==> config.mk <==
export PLATFORM = sky130hd
export DESIGN_NAME = instr_fetch_unit
export DESIGN_NICKNAME = d
export VERILOG_FILES = /design/src/rtl/if_pkg.sv /design/src/rtl/if_fifo.sv /design/src/rtl/instr_fetch_unit.sv
export SDC_FILE = /design/constraint.sdc
export NUM_CORES = 1
export LEC_CHECK = 0
export CAP_MARGIN = 5
export CORE_UTILIZATION = 55
export DETAILED_ROUTE_END_ITERATION = 6
export GPL_TIMING_DRIVEN = 1
export PLACE_DENSITY = 0.77
export SYNTH_ARGS = -nofsm -noshare
export SYNTH_HDL_FRONTEND = slang
export SYNTH_SLANG_ARGS = --single-unit
==> constraint.sdc <==
create_clock -name clk -period 7.72 [get_ports clk]
set_input_delay 1.544 -clock clk [delete_from_list [all_inputs] [get_ports clk]]
set_output_delay 1.544 -clock clk [all_outputs]
set_load 0.02 [all_outputs]
==> src/rtl/if_pkg.sv <==
// Shared constants and types for the instruction fetch unit and its queues.
package if_pkg;

  localparam int          DEF_PC_W     = 32;
  localparam int          DEF_INSTR_W  = 32;
  localparam int          DEF_DEPTH    = 4;
  localparam logic [31:0] DEF_RESET_PC = 32'h0000_0000;
  localparam int          DEF_INC      = 4;

  typedef logic [DEF_PC_W-1:0] pc_t;

  typedef enum logic {
    REDIR_ABS = 1'b0,
    REDIR_REL = 1'b1
  } redir_mode_e;

endpackage

==> src/rtl/if_fifo.sv <==
// Synchronous FIFO with flush; head is visible on dout_o whenever count_o != 0.
module if_fifo #(
  parameter int W     = 8,
  parameter int DEPTH = 4
) (
  input  logic                   clk,
  input  logic                   rst_n,
  input  logic                   flush_i,
  input  logic                   push_i,
  input  logic [W-1:0]           din_i,
  input  logic                   pop_i,
  output logic [W-1:0]           dout_o,
  output logic [$clog2(DEPTH):0] count_o
);

  localparam int AW = $clog2(DEPTH);
  localparam logic [AW:0] ONE = (AW+1)'(1);

  logic [W-1:0] mem_q [DEPTH];
  logic [AW:0]  wr_q, wr_d, rd_q, rd_d;

  always_comb begin
    wr_d = wr_q;
    rd_d = rd_q;
    if (flush_i) begin
      wr_d = '0;
      rd_d = '0;
    end else begin
      if (push_i) wr_d = wr_q + ONE;
      if (pop_i)  rd_d = rd_q + ONE;
    end
  end

  always_ff @(posedge clk or negedge rst_n) begin
    if (!rst_n) begin
      wr_q <= '0;
      rd_q <= '0;
    end else begin
      wr_q <= wr_d;
      rd_q <= rd_d;
    end
  end

  // Storage needs no reset: nothing is read from it until a push has landed.
  always_ff @(posedge clk) begin
    if (push_i && !flush_i) mem_q[wr_q[AW-1:0]] <= din_i;
  end

  assign dout_o  = mem_q[rd_q[AW-1:0]];
  assign count_o = wr_q - rd_q;

endmodule

==> src/rtl/instr_fetch_unit.sv <==
// In-order instruction fetch: PC, credit-limited requests, prefetch queue, redirect with stale drop.
// Handshakes: a transfer happens in a cycle where valid & ready are both high; valid never waits on ready.
module instr_fetch_unit
  import if_pkg::*;
#(
  parameter int              PC_W     = DEF_PC_W,
  parameter int              INSTR_W  = DEF_INSTR_W,
  parameter int              DEPTH    = DEF_DEPTH,
  parameter logic [PC_W-1:0] RESET_PC = PC_W'(DEF_RESET_PC),
  parameter int              INC      = DEF_INC
) (
  input  logic               clk,
  input  logic               reset,
  input  logic               redirect_valid,
  input  logic               redirect_rel,
  input  logic [PC_W-1:0]    redirect_pc,
  input  logic [PC_W-1:0]    redirect_target,
  output logic               imem_req_valid,
  input  logic               imem_req_ready,
  output logic [PC_W-1:0]    imem_req_addr,
  input  logic               imem_rsp_valid,
  input  logic [INSTR_W-1:0] imem_rsp_data,
  output logic               out_valid,
  input  logic               out_ready,
  output logic [INSTR_W-1:0] out_instr,
  output logic [PC_W-1:0]    out_pc
);

  localparam int CNT_W = $clog2(DEPTH) + 1;
  localparam int SUM_W = CNT_W + 1;
  localparam logic [PC_W-1:0] ALIGN_MASK = ~PC_W'(INC - 1);

  logic [PC_W-1:0]         fetch_pc_q, fetch_pc_d;
  logic [CNT_W-1:0]        outst_q, outst_d;
  logic [CNT_W-1:0]        drop_q, drop_d;
  logic [CNT_W-1:0]        pq_count, tag_count;
  logic [PC_W-1:0]         tag_pc;
  logic [PC_W+INSTR_W-1:0] pq_head;
  logic [PC_W-1:0]         redir_pc;
  logic                    req_fire, rsp_in, rsp_keep, out_fire, pq_empty;

  // Credit covers stale in-flight fetches too, so the prefetch queue can never overflow.
  assign imem_req_valid = reset && !redirect_valid &&
                          (({1'b0, outst_q} + {1'b0, pq_count}) < SUM_W'(DEPTH));
  assign imem_req_addr  = fetch_pc_q;
  assign req_fire       = imem_req_valid && imem_req_ready;

  assign rsp_in   = imem_rsp_valid && (outst_q != '0);
  assign rsp_keep = rsp_in && !redirect_valid && (drop_q == '0) && (tag_count != '0);

  assign pq_empty  = (pq_count == '0);
  assign out_valid = !pq_empty;
  assign out_fire  = out_valid && out_ready;
  assign out_pc    = pq_empty ? RESET_PC : pq_head[PC_W+INSTR_W-1:INSTR_W];
  assign out_instr = pq_empty ? '0 : pq_head[INSTR_W-1:0];

  assign redir_pc = ((redir_mode_e'(redirect_rel) == REDIR_REL) ?
                     (redirect_pc + redirect_target) : redirect_target) & ALIGN_MASK;

  always_comb begin
    fetch_pc_d = fetch_pc_q;
    drop_d     = drop_q;
    outst_d    = outst_q + CNT_W'(req_fire) - CNT_W'(rsp_in);
    if (redirect_valid) begin
      fetch_pc_d = redir_pc;
      // Everything still in flight after this cycle belongs to the abandoned stream.
      drop_d     = outst_q - CNT_W'(rsp_in);
    end else begin
      if (req_fire) fetch_pc_d = fetch_pc_q + PC_W'(INC);
      if (rsp_in && (drop_q != '0)) drop_d = drop_q - CNT_W'(1);
    end
  end

  always_ff @(posedge clk or negedge reset) begin
    if (!reset) begin
      fetch_pc_q <= RESET_PC;
      outst_q    <= '0;
      drop_q     <= '0;
    end else begin
      fetch_pc_q <= fetch_pc_d;
      outst_q    <= outst_d;
      drop_q     <= drop_d;
    end
  end

  if_fifo #(.W(PC_W), .DEPTH(DEPTH)) u_tag_q (
    .clk     (clk),
    .rst_n   (reset),
    .flush_i (redirect_valid),
    .push_i  (req_fire),
    .din_i   (fetch_pc_q),
    .pop_i   (rsp_keep),
    .dout_o  (tag_pc),
    .count_o (tag_count)
  );

  if_fifo #(.W(PC_W + INSTR_W), .DEPTH(DEPTH)) u_prefetch_q (
    .clk     (clk),
    .rst_n   (reset),
    .flush_i (redirect_valid),
    .push_i  (rsp_keep),
    .din_i   ({tag_pc, imem_rsp_data}),
    .pop_i   (out_fire),
    .dout_o  (pq_head),
    .count_o (pq_count)
  );

endmodule
Word level (Yosys, flattened, before mapping):

Memories as Yosys holds them, arrays and structs flattened.
Cells that the tools add are included.

* reduce and logical (&&, ||, !) cells: 22
* muxes and demuxes: 19
* order comparisons: 1
* add/sub/neg operators: 13

Operator list (number)
* 32-bit 2-to-1 mux: 5
* 32-bit by 3-bit adder with 32-bit output (second input constant): 1
* 32-bit adder: 1
* 3-bit 2-to-1 mux: 10
* 3-bit by 1-bit adder with 3-bit output (second input constant): 4
* 1-bit logical AND: 11
* 3-bit nonzero test: 3
* 2-bit nonzero test: 4
* 3-bit logical NOT: 2
* 3-bit by 1-bit subtractor with 3-bit output: 2
* 3-bit subtractor: 2
* 3-bit by 3-bit adder with 4-bit output: 1
* 4-bit by 3-bit less-than comparator with 1-bit output (second input constant): 1
* 1-bit 2-to-1 mux: 4
* 3-bit by 1-bit adder with 3-bit output: 1
* 3-bit by 1-bit subtractor with 3-bit output (second input constant): 1
* 1-bit logical NOT: 2

* input bits: 103
* word-level logic and storage cells: 64
* memories: 2
* output and inout port bits: 98
* bits in registers: 50
* bits in writable memories: 384

Memories
* u_prefetch_q.mem_q: depth 4, width 64, read ports 1, clocked after Yosys merged registers in 0, write ports 1, RTL line if_fifo.sv:19 `logic [W-1:0] mem_q [DEPTH];`
* u_tag_q.mem_q: depth 4, width 32, read ports 1, clocked after Yosys merged registers in 0, write ports 1, RTL line if_fifo.sv:19

Longest topological paths before layout:

Gate-level depths: netlist (run 1).

* word-level depth: 8
* gate-level depth with buffers: 17

Modules after synthesis:

Synthesis (run 1) repeated with hierarchy kept, for this count alone.

* cell total of the unflattened synthesis: 1097
* area total of the unflattened synthesis: 18958.2 sq um

Modules (own cells, without submodules)
* if_fifo at u_prefetch_q: instances 1, area each 9688.0 sq um, sequential area each 7837.5 sq um, cells each 372
* if_fifo at u_tag_q: instances 1, area each 5072.4 sq um, sequential area each 3993.8 sq um, cells each 206
* instr_fetch_unit: instances 1, area each 4197.8 sq um, sequential area each 900.9 sq um, cells each 519

Least setup slack after synthesis (run 1):

OpenSTA, ideal clock, no wires.

* path type: reg-to-reg
* start: register u_prefetch_q.rd_q[1]
* end: register outst_q[2]
* path buffers: 3
* arrival: 4.434 ns
* slack: 3.162 ns
* stages on the path, launching flop included: 18
* cells stage by stage: dfrtp_1 clkbuf_1 clkbuf_1 inv_1 fa_1 xnor2_1 ha_1 or4b_4 nor4b_4 clkbuf_1 inv_1 ha_1 inv_1 ha_1 inv_1 fa_1 xnor2_1 xnor2_1

* longest elaborated chain between the ends: 7

Ends and longest elaborated chain
* from (decl): RTL line if_fifo.sv:20 `logic [AW:0] wr_q, wr_d, rd_q, rd_d;`
* from (signal assigned): RTL line if_fifo.sv:40 `rd_q <= rd_d;`
* 3-bit subtractor: RTL line if_fifo.sv:50 `assign count_o = wr_q - rd_q;`
* 3-bit by 3-bit adder with 4-bit output: RTL line instr_fetch_unit.sv:44 `(({1'b0, outst_q} + {1'b0, pq_count}) < SUM_W'(DEPTH));`
* 4-bit by 3-bit less-than comparator with 1-bit output: RTL line instr_fetch_unit.sv:44
* 1-bit logical AND: RTL line instr_fetch_unit.sv:43 `assign imem_req_valid = reset && !redirect_valid &&`
* 1-bit logical AND: RTL line instr_fetch_unit.sv:46 `assign req_fire = imem_req_valid && imem_req_ready;`
* 3-bit by 1-bit adder with 3-bit output: RTL line instr_fetch_unit.sv:63 `outst_d = outst_q + CNT_W'(req_fire) - CNT_W'(rsp_in);`
* 3-bit by 1-bit subtractor with 3-bit output: RTL line instr_fetch_unit.sv:63
* named net outst_d[2]: RTL line instr_fetch_unit.sv:34 `logic [CNT_W-1:0] outst_q, outst_d;`
* to (signal assigned): RTL line instr_fetch_unit.sv:81 `outst_q <= outst_d;`
* to (decl): RTL line instr_fetch_unit.sv:34

The timed path passes the listed nets, and every way through them passes these cells.
A chain may end at the register's enable or synchronous reset.

Worst setup path in the final report (run 1):

* start: register u_prefetch_q.rd_q[0]
* end: output port imem_req_valid

* longest elaborated chain between the ends: 4

Ends and longest elaborated chain
* 3-bit subtractor: RTL line if_fifo.sv:50
* 3-bit by 3-bit adder with 4-bit output: RTL line instr_fetch_unit.sv:44
* 4-bit by 3-bit less-than comparator with 1-bit output: RTL line instr_fetch_unit.sv:44
* 1-bit logical AND: RTL line instr_fetch_unit.sv:43
* to (decl): RTL line instr_fetch_unit.sv:18 `output logic imem_req_valid,`

Every way passes these cells.

==> results.yml, run 1 <==
logic_synthesis:
  synth_most_common_cell: "edfxtp_1"
  synthArstFlopShare_pct: 11.5
  synth_common_cells: "368 x edfxtp_1, 92 x mux4_2, 68 x nor2b_1"
  synth_cell_types: 59
  synth-seq-cells: 416
  synth_edf_count: 368
  yosysWarnings: 0
  synth_cells: 1096
  postSynthAreaPerCell_um2: 16.6
  synth_top_area_share_pct: 60.6
  netlist_area_um2: 18200
  yosys_most_used_dff: "edfxtp_1"
  synth_top_area_cell: "edfxtp_1"
  synthTopCellsByArea: "edfxtp_1 61%, mux4_2 11%, dfrtp_1 6.6%, ha_1 3.6%, nor2b_1 2.3%"
  yosysSeqAreaShare_pct: 67.1
timing:
  setup_tns_ns: 0
  final.setup_skew_ns: 0.0163
  final_hold_viol_count: 0
  drv_slew: 0
  timing.final.crit_share_pct: 69.1
  min_period_ns: 5.33
  worst_pin_slew_ns: 0.994
  rsz0062_at_grt: "no"
  max_freq_mhz: 188
  setup_violations: 0
  hold_ws_ns: 0.561
  slew_headroom_pct: 33.1
critical_path:
  cp-startpoint: "u_prefetch_q.rd_q[0]"
  critPathRequiredTime_ns: 6.18
  crit_fanout: 20
  worstSetupPathType: "flip-flop to output port"
  end_kind: "output port"
  r2r_start: "u_prefetch_q.rd_q[0]"
  start_kind: "flip-flop"
  arrival_ns: 3.79
floorplanning:
  ioPinCount: 201
  dieWidth_um: 184
  die_y_um: 184
  initial_core_util_pct: 55.9
  die_area_um2: 33900
  core-area_um2: 32600
  std_cell_rows: 66
pwr:
  p_leak_nw: 7.38
  irDropWorstVdd_uv: 178
  sw_frac_of_total_pct: 28.1
  power.total_mw: 5.99
  comb_power_share_pct: 25.6
  internal_power_mw: 4.31
  power_density_nw_per_um2: 274
  power_frac_seq_pct: 44.6
  power_frac_clock_pct: 29.8
  power.switching_mw: 1.68
clock_network:
  cts_resized: 0
  numCtsBuffers: 40
  cts_hold_buf: 0
  cts.path.max_buffers: 3
  cts_root_buffer: "clkbuf_16"
  clk_pin_slew_ns: 0.06
  clkSinkCount: 416
  cts_tree: "done"
  h-tree-depth: 2
  clock_latency_ns: 0.52
  post-cts-setup-buffers: 0
job:
  drv_cap: 0
routing:
  drt-initial-drc-count: 834
  drtPass1Iterations: 5
  vias: 10100
  drc: 0
  wire_per_inst_um: 20.3
  ant_nets: 0
  finalWirelength_um: 35900
  routed_via_density: 5.71
grt:
  groute.usage.overall_pct: 21.4
  grt_max_degree: 80
  grt_pass1_wl_um: 55200
  first_global_vias: 9984
  overflow: 0
  antenna_found_initial: 0
min_path:
  hp-class: "flip-flop to flip-flop"
  min_from: "u_prefetch_q.rd_q[2]"
layout:
  nNetsFinal: 1462
  drive_gt1_share_pct: 14.0
  area_delta_synth_final_pct: 20.0
  num_antenna_cells: 0
status:
  outcome: "complete, no violations"
placement:
  gp_routability_congestion: 0.887
  place_hpwl_um: 23000
  io_buffers: 196
## registers in the layout, indices dropped and copies added (netlist names)
signal and count:
drop_q 3, imem_req_addr 30, outst_q 3, u_prefetch_q.mem_q 248, u_prefetch_q.rd_q 3, u_prefetch_q.wr_q 3
u_tag_q.mem_q 120, u_tag_q.rd_q 3, u_tag_q.wr_q 3
## path summary, 6_finish.rpt
path                       depth (start not counted)              endpoint  slack [ns]
max in group asynchronous                          2  u_prefetch_q.rd_q[0]        6.11
min reg2reg                                        2  u_prefetch_q.rd_q[2]        0.56
min                                                2  u_prefetch_q.rd_q[2]        0.56
max reg2reg                                       14     imem_req_addr[31]        3.25
min in group asynchronous                          2             drop_q[2]        1.12
max                                                8        imem_req_valid        2.39
## logic make-up after synthesis
group                    Yosys count  share of synthesized area [%]
other                              1                         0.0206
adder cells (fa/ha/maj)           54                           3.79
flip-flops                       416                           67.1
XOR/XNOR                          67                           3.22
multiplexers                     114                           12.6
buffers and inverters             80                           1.73
AO/OA/AOI/OAI                    121                           4.09
AND/OR/NAND/NOR                  243                           7.43
## final cells by class
type	instances	area, um^2
sequential	416	12300
fill	2173	10700
multi-input combinational	603	5700
timing repair buffer	210	2060
clock buffer	51	1070
tap	442	553
inverter	34	128
clock inverter	17	124
## cell usage in the layout (no fill, tap or decap), types with 18 or more instances in the layout
master	count
nor2_1	51
ha_1	52
o21ai_0	20
clkbuf_16	41
edfxtp_1	368
clkdlybuf4s50_1	194
nand2_1	34
mux2i_1	20
inv_1	33
mux4_2	92
nor2b_1	68
nand3_1	18
a21oi_1	48
xor2_1	23
dfrtp_1	45
xnor2_1	44
## through the flow
step	instance area (um^2)	setup WS [ns]	std cells	util, %
after floorplan	18300	3.16	1099	-
after global placement	20700	2.62	1705	63.5
after detailed placement	20700	2.64	1705	63.5
after CTS	21900	2.35	1773	67.1
after global routing	21900	2.15	1773	67.1
final	21900	2.39	1773	67.1
## critical path, stage by stage (launching register included)
cell,delay (ns)
dfrtp_4,0.69
ha_1,0.22
inv_1,0.05
fa_1,0.37
xnor2_1,0.32
ha_1,0.30
or4b_4,0.53
nor3_1,0.18
clkdlybuf4s50_1,0.62
## metal layers
| layer | up-vias | global-route usage (%) | wire (um) |
|---|---|---|---|
| li1 | 4669 | - | - |
| met1 | 5067 | 30.0 | 15700 |
| met2 | 349 | 35.7 | 17500 |
| met3 | 44 | 3.10 | 1950 |
| met4 | 0 | 5.47 | 729 |
| met5 | - | 0 | 0 |
## power by group through the flow
stage | registers [mW] | clock network [mW] | logic [mW]
floorplan | 2.70 | 0 | 0.904
global placement | 2.71 | 0 | 1.52
detailed placement | 2.72 | 0 | 1.54
CTS | 2.67 | 1.81 | 1.55
global route | 2.69 | 1.89 | 1.65
finish | 2.67 | 1.78 | 1.53
No activity file was read; power rests on OpenSTA's default activity.
==> inputs of run 2 (changes only) <==
- clock period: 7.72 -> 5.5 ns (I/O delays scaled with it)
==> run 2 against run 1 <==
  * Routed wire length decreased by 1.2%
  * Die area unchanged
  * Clock power increased by 40%
  * Critical path depth unchanged
  * Final area increased by 0.34%
  * First-iteration DRC count decreased by 27%
  * Largest cell class unchanged
  * Final cell count increased by 0.34%
  * Setup slack got worse by 1.7 ns
  * Critical endpoint unchanged
  * Combinational power increased by 42%
==> results.yml, run 2 (synthesis gave the netlist of run 1 again) <==
status:
  outcome: "complete, no violations"
pwr:
  p_leak_nw: 7.44
  irDropWorstVdd_uv: 304
  power.total_mw: 8.42
  power_density_nw_per_um2: 383
grt:
  first_global_vias: 10100
  grt_pass1_wl_um: 55800
  groute.usage.overall_pct: 21.6
  gr-max-usage-layer: "met2"
  grt.met3_usage_pct: 3.40
  use_met1_pct: 30.8
  use_met2_pct: 35.0
  antenna_found_initial: 0
  grt_max_degree: 72
  overflow: 0
timing:
  min_period_ns: 4.79
  setup_tns_ns: 0
  final_hold_viol_count: 0
  timing.final.crit_share_pct: 87.1
  setup_violations: 0
  hold_ws_ns: 0.562
  rsz0062_at_grt: "no"
  final.setup_skew_ns: 0.0172
  setup_ws_ns: 0.709
  drv_slew: 0
  slew_headroom_pct: 35.1
  worst_pin_slew_ns: 0.973
  max_freq_mhz: 209
routing:
  drt-initial-drc-count: 606
  drc: 0
  ant_nets: 0
  vias: 10100
  wire_per_inst_um: 20.0
  finalWirelength_um: 35500
  routed_via_density: 5.67
  drtPass1Iterations: 5
clock_network:
  clkSinkCount: 416
  cts_root_buffer: "clkbuf_16"
  cts_resized: 0
  cts_tree: "done"
  post-cts-setup-buffers: 0
  numCtsBuffers: 41
  clk_pin_slew_ns: 0.06
  cts_hold_buf: 0
  cts.path.max_buffers: 3
  h-tree-depth: 2
  clock_latency_ns: 0.52
floorplanning:
  dieWidth_um: 184
  die_area_um2: 33900
  die_y_um: 184
  std_cell_rows: 66
  initial_core_util_pct: 55.9
  ioPinCount: 201
  core-area_um2: 32600
critical_path:
  start_kind: "flip-flop"
  critPathRequiredTime_ns: 4.40
  end_kind: "output port"
  cp-startpoint: "u_prefetch_q.rd_q[0]"
  arrival_ns: 3.69
  r2r_setup_slack_ns: 1.16
  crit_fanout: 17
  r2r_start: "u_prefetch_q.rd_q[0]"
  worstSetupPathType: "flip-flop to output port"
min_path:
  min_from: "u_tag_q.wr_q[2]"
  hp-class: "flip-flop to flip-flop"
placement:
  place_ws_ns: 1.16
  dp_cells: 1711
  gp_routability_congestion: 0.887
  place_hpwl_um: 22800
  io_buffers: 196
layout:
  num_antenna_cells: 0
  area_delta_synth_final_pct: 20.4
  drive_gt1_share_pct: 14.1
  largest_reg_flops: 248
  layout_common_cells: "368 x edfxtp_1, 194 x clkdlybuf4s50_1, 92 x mux4_2, 68 x nor2b_1, 52 x ha_1"
  instances_no_fill: 1779
  final_common_cell: "edfxtp_1"
  nNetsFinal: 1469
job:
  drv_cap: 0
[run 2: cell types whose count changed in the layout (fill, tap and decap cells not counted), sizes merged]
cell      delta
buf          +6
bufinv       -1
clkbuf       -1
clkinv       +5
clkinvlp     -5
inv          +2
[run 2: final timing paths]
kind | endpoint | cells after the start
setup / recovery | imem_req_valid | 8
hold / removal | u_tag_q.wr_q[2] | 2
setup reg to reg | imem_req_addr[31] | 14
hold reg to reg | u_tag_q.wr_q[2] | 2
max in group asynchronous | u_prefetch_q.rd_q[0] | 2
min in group asynchronous | outst_q[0] | 2
[run 2: final cells by class]
class / instances / area (um^2)
repair buffers: 216 / 2150
inverters: 34 / 128
well taps: 442 / 553
clock buffers: 50 / 1090
fillers: 2164 / 10600
flip-flops and latches: 416 / 12300
multi-input cells: 603 / 5700
clock inverters: 18 / 91.3
[run 2: worst max-delay path: stages, from the launching register on]
cell	delay (ns)
dfrtp_4	0.63
ha_1	0.22
inv_1	0.05
fa_1	0.37
xnor2_1	0.26
ha_1	0.28
or4b_4	0.54
nor3_1	0.19
clkdlybuf4s50_1	0.63
[run 2: metal layers]
| layer | vias up | part of all wire [%] |
|---|---|---|
| li1 | 4702 | - |
| met1 | 5010 | 44 |
| met2 | 327 | 48 |
| met3 | 48 | 5.9 |
| met4 | 0 | 2.0 |
| met5 | - | 0 |
[run 2: per-stage QoR]
| step | area, um^2 | utilization (%) |
|---|---|---|
| after floorplan | 18300 | - |
| after global placement | 20800 | 63.7 |
| after detailed placement | 20800 | 63.7 |
| after CTS | 22000 | 67.4 |
| after global routing | 22000 | 67.4 |
| final | 22000 | 67.4 |
[run 2: power breakdown]
part,leakage (nW),switching [mW],internal (mW)
logic,2.98,1.13,1.04
clock network,0.591,1.09,1.40
registers,3.87,0.157,3.59
